--- config.mk ---
export PLATFORM = sky130hd
export DESIGN_NAME = uart_tx_ctrl
export DESIGN_NICKNAME = d
export VERILOG_FILES = /design/src/rtl/uart_tx_ctrl.sv
export SDC_FILE = /design/constraint.sdc
export NUM_CORES = 1
export LEC_CHECK = 0
export ABC_AREA = 1
export BUFFER_PORTS_ARGS = -buffer_cell sky130_fd_sc_hd__buf_2
export CORE_MARGIN = 3
export CORE_UTILIZATION = 40
export DETAILED_ROUTE_END_ITERATION = 12
export PLACE_DENSITY = 0.6
export REMOVE_ABC_BUFFERS = 1
export SLEW_MARGIN = 40
export SYNTH_ARGS = -nofsm -noshare
export SYNTH_HDL_FRONTEND = slang
export SYNTH_SLANG_ARGS = --single-unit
--- constraint.sdc ---
create_clock -name clk -period 1.6 [get_ports clk]
set_clock_uncertainty 0.05 [all_clocks]
set_input_delay 0.4 -clock clk [delete_from_list [all_inputs] [get_ports clk]]
set_output_delay 0.4 -clock clk [all_outputs]
set_load 0.1 [all_outputs]
--- src/rtl/uart_tx_ctrl.sv ---
// UART transmit sequencer: start bit, LSB-first data, optional parity, stop period, all timed by s_tick.
// Define UART_TX_PARITY_EN to add the parity bit (odd/even selected by parity_odd).
module uart_tx_ctrl #(
  parameter int DataBits        = 8,
  parameter int OversampleTicks = 16,
  parameter int StopTicks       = 16
) (
  input  logic                clk,
  input  logic                reset_n,
  input  logic                s_tick,
  input  logic [DataBits-1:0] tx_data,
  input  logic                tx_valid,
  output logic                tx_ready,
  input  logic                parity_odd,
  output logic                tx,
  output logic                tx_busy,
  output logic                tx_done_tick
);

  localparam int MaxTicks = (OversampleTicks > StopTicks) ? OversampleTicks : StopTicks;
  localparam int TickW    = (MaxTicks > 1) ? $clog2(MaxTicks) : 1;
  localparam int BitW     = (DataBits > 1) ? $clog2(DataBits) : 1;

  localparam logic [TickW-1:0] BitLast  = TickW'(OversampleTicks - 1);
  localparam logic [TickW-1:0] StopLast = TickW'(StopTicks - 1);
  localparam logic [BitW-1:0]  DataLast = BitW'(DataBits - 1);

`ifdef UART_TX_PARITY_EN
  typedef enum logic [2:0] {
    IDLE   = 3'd0,
    START  = 3'd1,
    DATA   = 3'd2,
    PARITY = 3'd3,
    STOP   = 3'd4
  } state_t;
`else
  typedef enum logic [2:0] {
    IDLE  = 3'd0,
    START = 3'd1,
    DATA  = 3'd2,
    STOP  = 3'd4
  } state_t;
`endif

  state_t              state_q, state_d;
  logic [TickW-1:0]    tick_q, tick_d;
  logic [BitW-1:0]     bit_q, bit_d;
  logic [DataBits-1:0] shreg_q, shreg_d;
  logic                tx_q, tx_d;
  logic                done_q, done_d;
  logic                period_end;

`ifdef UART_TX_PARITY_EN
  logic parity_q, parity_d;
`else
  logic unused_parity_odd;
  assign unused_parity_odd = parity_odd;
`endif

  // The stop period has its own length; every other bit uses the oversample count.
  assign period_end = s_tick && (tick_q == ((state_q == STOP) ? StopLast : BitLast));

  always_ff @(posedge clk or negedge reset_n) begin
    if (!reset_n) begin
      state_q  <= IDLE;
      tick_q   <= '0;
      bit_q    <= '0;
      shreg_q  <= '0;
      tx_q     <= 1'b1;
      done_q   <= 1'b0;
`ifdef UART_TX_PARITY_EN
      parity_q <= 1'b0;
`endif
    end else begin
      state_q  <= state_d;
      tick_q   <= tick_d;
      bit_q    <= bit_d;
      shreg_q  <= shreg_d;
      tx_q     <= tx_d;
      done_q   <= done_d;
`ifdef UART_TX_PARITY_EN
      parity_q <= parity_d;
`endif
    end
  end

  always_comb begin
    state_d  = state_q;
    tick_d   = tick_q;
    bit_d    = bit_q;
    shreg_d  = shreg_q;
    tx_d     = tx_q;
    done_d   = 1'b0;
`ifdef UART_TX_PARITY_EN
    parity_d = parity_q;
`endif

    if (state_q != IDLE && s_tick) begin
      tick_d = period_end ? '0 : tick_q + 1'b1;
    end

    case (state_q)
      IDLE: begin
        if (tx_valid) begin
          shreg_d  = tx_data;
          tick_d   = '0;
          bit_d    = '0;
          tx_d     = 1'b0;
          state_d  = START;
`ifdef UART_TX_PARITY_EN
          parity_d = (^tx_data) ^ parity_odd;
`endif
        end
      end
      START: begin
        if (period_end) begin
          tx_d    = shreg_q[0];
          state_d = DATA;
        end
      end
      DATA: begin
        if (period_end) begin
          shreg_d = shreg_q >> 1;
          if (bit_q == DataLast) begin
`ifdef UART_TX_PARITY_EN
            tx_d    = parity_q;
            state_d = PARITY;
`else
            tx_d    = 1'b1;
            state_d = STOP;
`endif
          end else begin
            bit_d = bit_q + 1'b1;
            tx_d  = shreg_q[1];
          end
        end
      end
`ifdef UART_TX_PARITY_EN
      PARITY: begin
        if (period_end) begin
          tx_d    = 1'b1;
          state_d = STOP;
        end
      end
`endif
      STOP: begin
        if (period_end) begin
          done_d  = 1'b1;
          state_d = IDLE;
        end
      end
      default: begin
        tx_d    = 1'b1;
        state_d = IDLE;
      end
    endcase
  end

  assign tx_ready     = (state_q == IDLE);
  assign tx_busy      = (state_q != IDLE);
  assign tx           = tx_q;
  assign tx_done_tick = done_q;

endmodule

==> impl_metrics.csv <==
group,metric,value,unit
drt,top_layer,"met4",
cells_and_area,fin_util,0.569,
yosys,synth_cells,157,
setup_path,worstReg2RegEnd,"shreg_q[1]",
yosys,synthDistinctLibCells,22,
cells_and_area,num_antenna_cells,0,
yosys,yosys_register_bits,20,
cells_and_area,nNetsFinal,205,
worst_hold_path,holdPathEnd,"shreg_q[7]",
drt,routed-wl-met3,101,um
cells_and_area,fillers,251,
grt,grt_usage,0.153,
timing,period_minus_slack,1.68,ns
yosys,synth_seq_area_share,0.436,
setup_path,worstSetupStartpointType,"flip-flop",
timing,relSlewSlack,0.681,
timing,fin_crit_sh,1.05,
drt,wl_met2,1.18,mm
floorplan,fp.dieW,59.6,um
worst_hold_path,min_path_cells,3,
grt,grt_pass1_vias,1005,
drt,post_drt_wl_per_cell,11.3,um
floorplan,boundaryPins,17,
grt,overflow,0,
setup_path,crit_required,1.15,ns
clocking,ctsRootBufferMaster,"clkbuf_4",
clocking,clockBufferDepth,2,
floorplan,start_util,0.441,
placement,place.gp.congestion,0.764,
setup_path,crit_slowest_cell,"dfrtp_2",
timing,tightest_slew,0.482,ns
power,p_leak,0.822,nW
floorplan,rows,18,
grt,grt_pass1_wl,4.24,mm
placement,hpwl,1.79,mm
grt,grt_max_degree,21,
outcome,status,"finished, violations left",
worst_hold_path,holdCritPathClass,"primary input to flip-flop",
timing,setup_violations,2,
clocking,clk_latency,0.30,ns
clocking,cts_tree,"built",
cells_and_area,area_delta_synth_final,29.1,%
grt,antenna_found_initial,0,
floorplan,core-area,2610,um^2
setup_path,critPathCaptureType,"output port",
clocking,clkTransAtPathRegs,0.12,ns
timing,fin_tns_setup,-0.0777,ns
run,maxCapViolCount,0,
drt,wirelength,2.46,mm
drt,drtIter0Drc,33,
yosys,synth_area_leaders,"dfrtp_1 (41%), nand2_1 (22%), nand3_1 (5.7%)",
timing,hold_ws,0.306,ns
clocking,cts_made_buffers,3,
timing,fmax,596,MHz
power,max-vdd-ir-drop,1.69,mV
timing,timing.final.ws_setup,-0.0774,ns
setup_path,worst_r2r_startpoint,"state_q[2]",
yosys,syn_area,1150,um^2
yosys,yosys_warnings,0,
cells_and_area,layout-drive-gt1-share,0.282,
clocking,htreeDepth,1,
drt,route.vias.total,1064,
timing,rsz0062_at_grt,"true",
setup_path,cp_cell_sequence,"inv_2 > nand2_2 > nor2_4 > buf_12",
clocking,clkSinkCount,20,
yosys,yosysTopAreaCellShare,0.413,
setup_path,r2r_cells,6,
worst_hold_path,hold_start,"tx_data[7]",
setup_path,cp.arrival,1.23,ns
yosys,yosysTopAreaCell,"dfrtp_1",
drt,remaining_drc_errors,0,
outcome,violations,"negative setup slack",
timing,finalHoldViolCount,0,
drt,ant_nets,0,
setup_path,crit_type,"flip-flop to output port",
cells_and_area,fin_area,1490,um^2
timing,drv_slew,0,
power,p_per_area,2040,nW/um^2
floorplan,die_y,59.6,um
setup_path,crit_fanout,4,
drt,routedLengthMet1,1.17,mm
setup_path,cpPeakStageDelay,0.47,ns
drt,avgViaCountPerCell,4.88,
setup_path,reg2reg_slack,0.09,ns
drt,drtPass1Iterations,4,
floorplan,dieArea,3560,um^2
yosys,postSynthAreaPerCell,7.33,um^2
placement,place_area,1320,um^2
placement,port_buffers,15,
==> critical path, delay by kind of cell (launching register included) <==
| family | cells | cell delay, ns |
|---|---|---|
| simple gates | 2 | 0.19 |
| buf+inv | 2 | 0.25 |
| flops | 1 | 0.47 |
==> per-stage QoR <==
step                power, mW  setup slack (ns)  std cells
finish                   3.03           -0.0774        218
global route             3.25            -0.130        218
CTS                      2.97            -0.105        215
floorplan                1.95            -0.865        156
global placement         2.36             0.104        204
detailed placement       2.41            0.0697        204
==> cell usage after synthesis <==
cell	instances
a21boi_1	1
buf_6	1
dfrtp_1	19
dfstp_2	1
ha_1	3
inv_1	12
inv_2	4
nand2_1	68
nand2_2	1
nand2_4	1
nand3_1	13
nand3_2	1
nand3_4	1
nand3b_1	2
nand4_1	2
nor2_1	13
nor2_2	2
nor2_4	2
nor3b_1	1
o21ai_0	7
o21ai_1	1
o21ai_2	1
==> layout make-up <==
type,count,area (um^2),share of cell area
flip-flops and latches,20,505,0.340
multi-input cells,120,608,0.409
clock inverters,1,30.0,0.0202
clock buffers,3,22.5,0.0152
inverters,16,62.6,0.0421
repair buffers,28,220,0.148
well taps,30,37.5,0.0253
==> logic make-up (layout without fill, tap and decap cells) <==
| group | Yosys count | after routing | share of synthesized area |
|---|---|---|---|
| compound gates | 10 | 10 | 0.0489 |
| simple gates | 107 | 107 | 0.421 |
| flops | 20 | 20 | 0.436 |
| buf+inv | 17 | 48 | 0.0619 |
| fa+ha+maj | 3 | 3 | 0.0326 |
==> report_power, final <==
group	switching, mW	internal, mW	leakage, nW
registers	0.151	0.713	0.247
logic	1.10	0.647	0.547
clock network	0.164	0.253	0.0279
==> timing repair <==
action,4_1_cts,5_1_grt
hold buffers,1,0
pin swaps,3,3
buffers inserted,6,3
setup endpoints to repair,2,15
resized for setup,6,7
endpoints found under the hold margin,19,0
==> sequential cells by signal, indices dropped and copies added (netlist names) <==
| name | count |
|---|---|
| tx | 1 |
| tick_q | 4 |
| tx_done_tick | 1 |
| bit_q | 3 |
| shreg_q | 8 |
| state_q | 3 |
==> placed cells by master (no fill, tap or decap) <==
master	instances
nand2_1	66
dfrtp_1	16
nand3_1	13
nor2_1	12
buf_2	12
buf_4	12
inv_1	10
o21ai_0	7
inv_2	5
nor2_4	4
ha_1	3
clkbuf_4	3
buf_12	3
dfrtp_2	3
nand2_2	2
nand2_4	2
nand3_4	2
nand4_1	2
nand3b_1	2
nor3b_1	1
a21boi_1	1
o21ai_2	1
inv_4	1
nor2_2	1
o21ai_1	1
bufinv_16	1
dlygate4sd3_1	1
dfstp_2	1
==> worst max-delay path by stage <==
stage / cells after the start / end / startpoint
after detailed placement: 9 / bit_q[0] / tick_q[0]
after floorplan: 6 / tick_q[2] / state_q[2]
final: 4 / tx_ready / state_q[0]
after CTS: 4 / tx_ready / state_q[2]
after global placement: 9 / bit_q[0] / tick_q[0]
after global routing: 4 / tx_ready / state_q[0]
==> per-layer routing <==
metal	up-vias	GRT usage
li1	558	-
met1	486	0.204
met2	18	0.253
met3	2	0.0392
met4	0	0.0285
met5	-	0
Note: power is estimated with default switching activity, not from simulation.
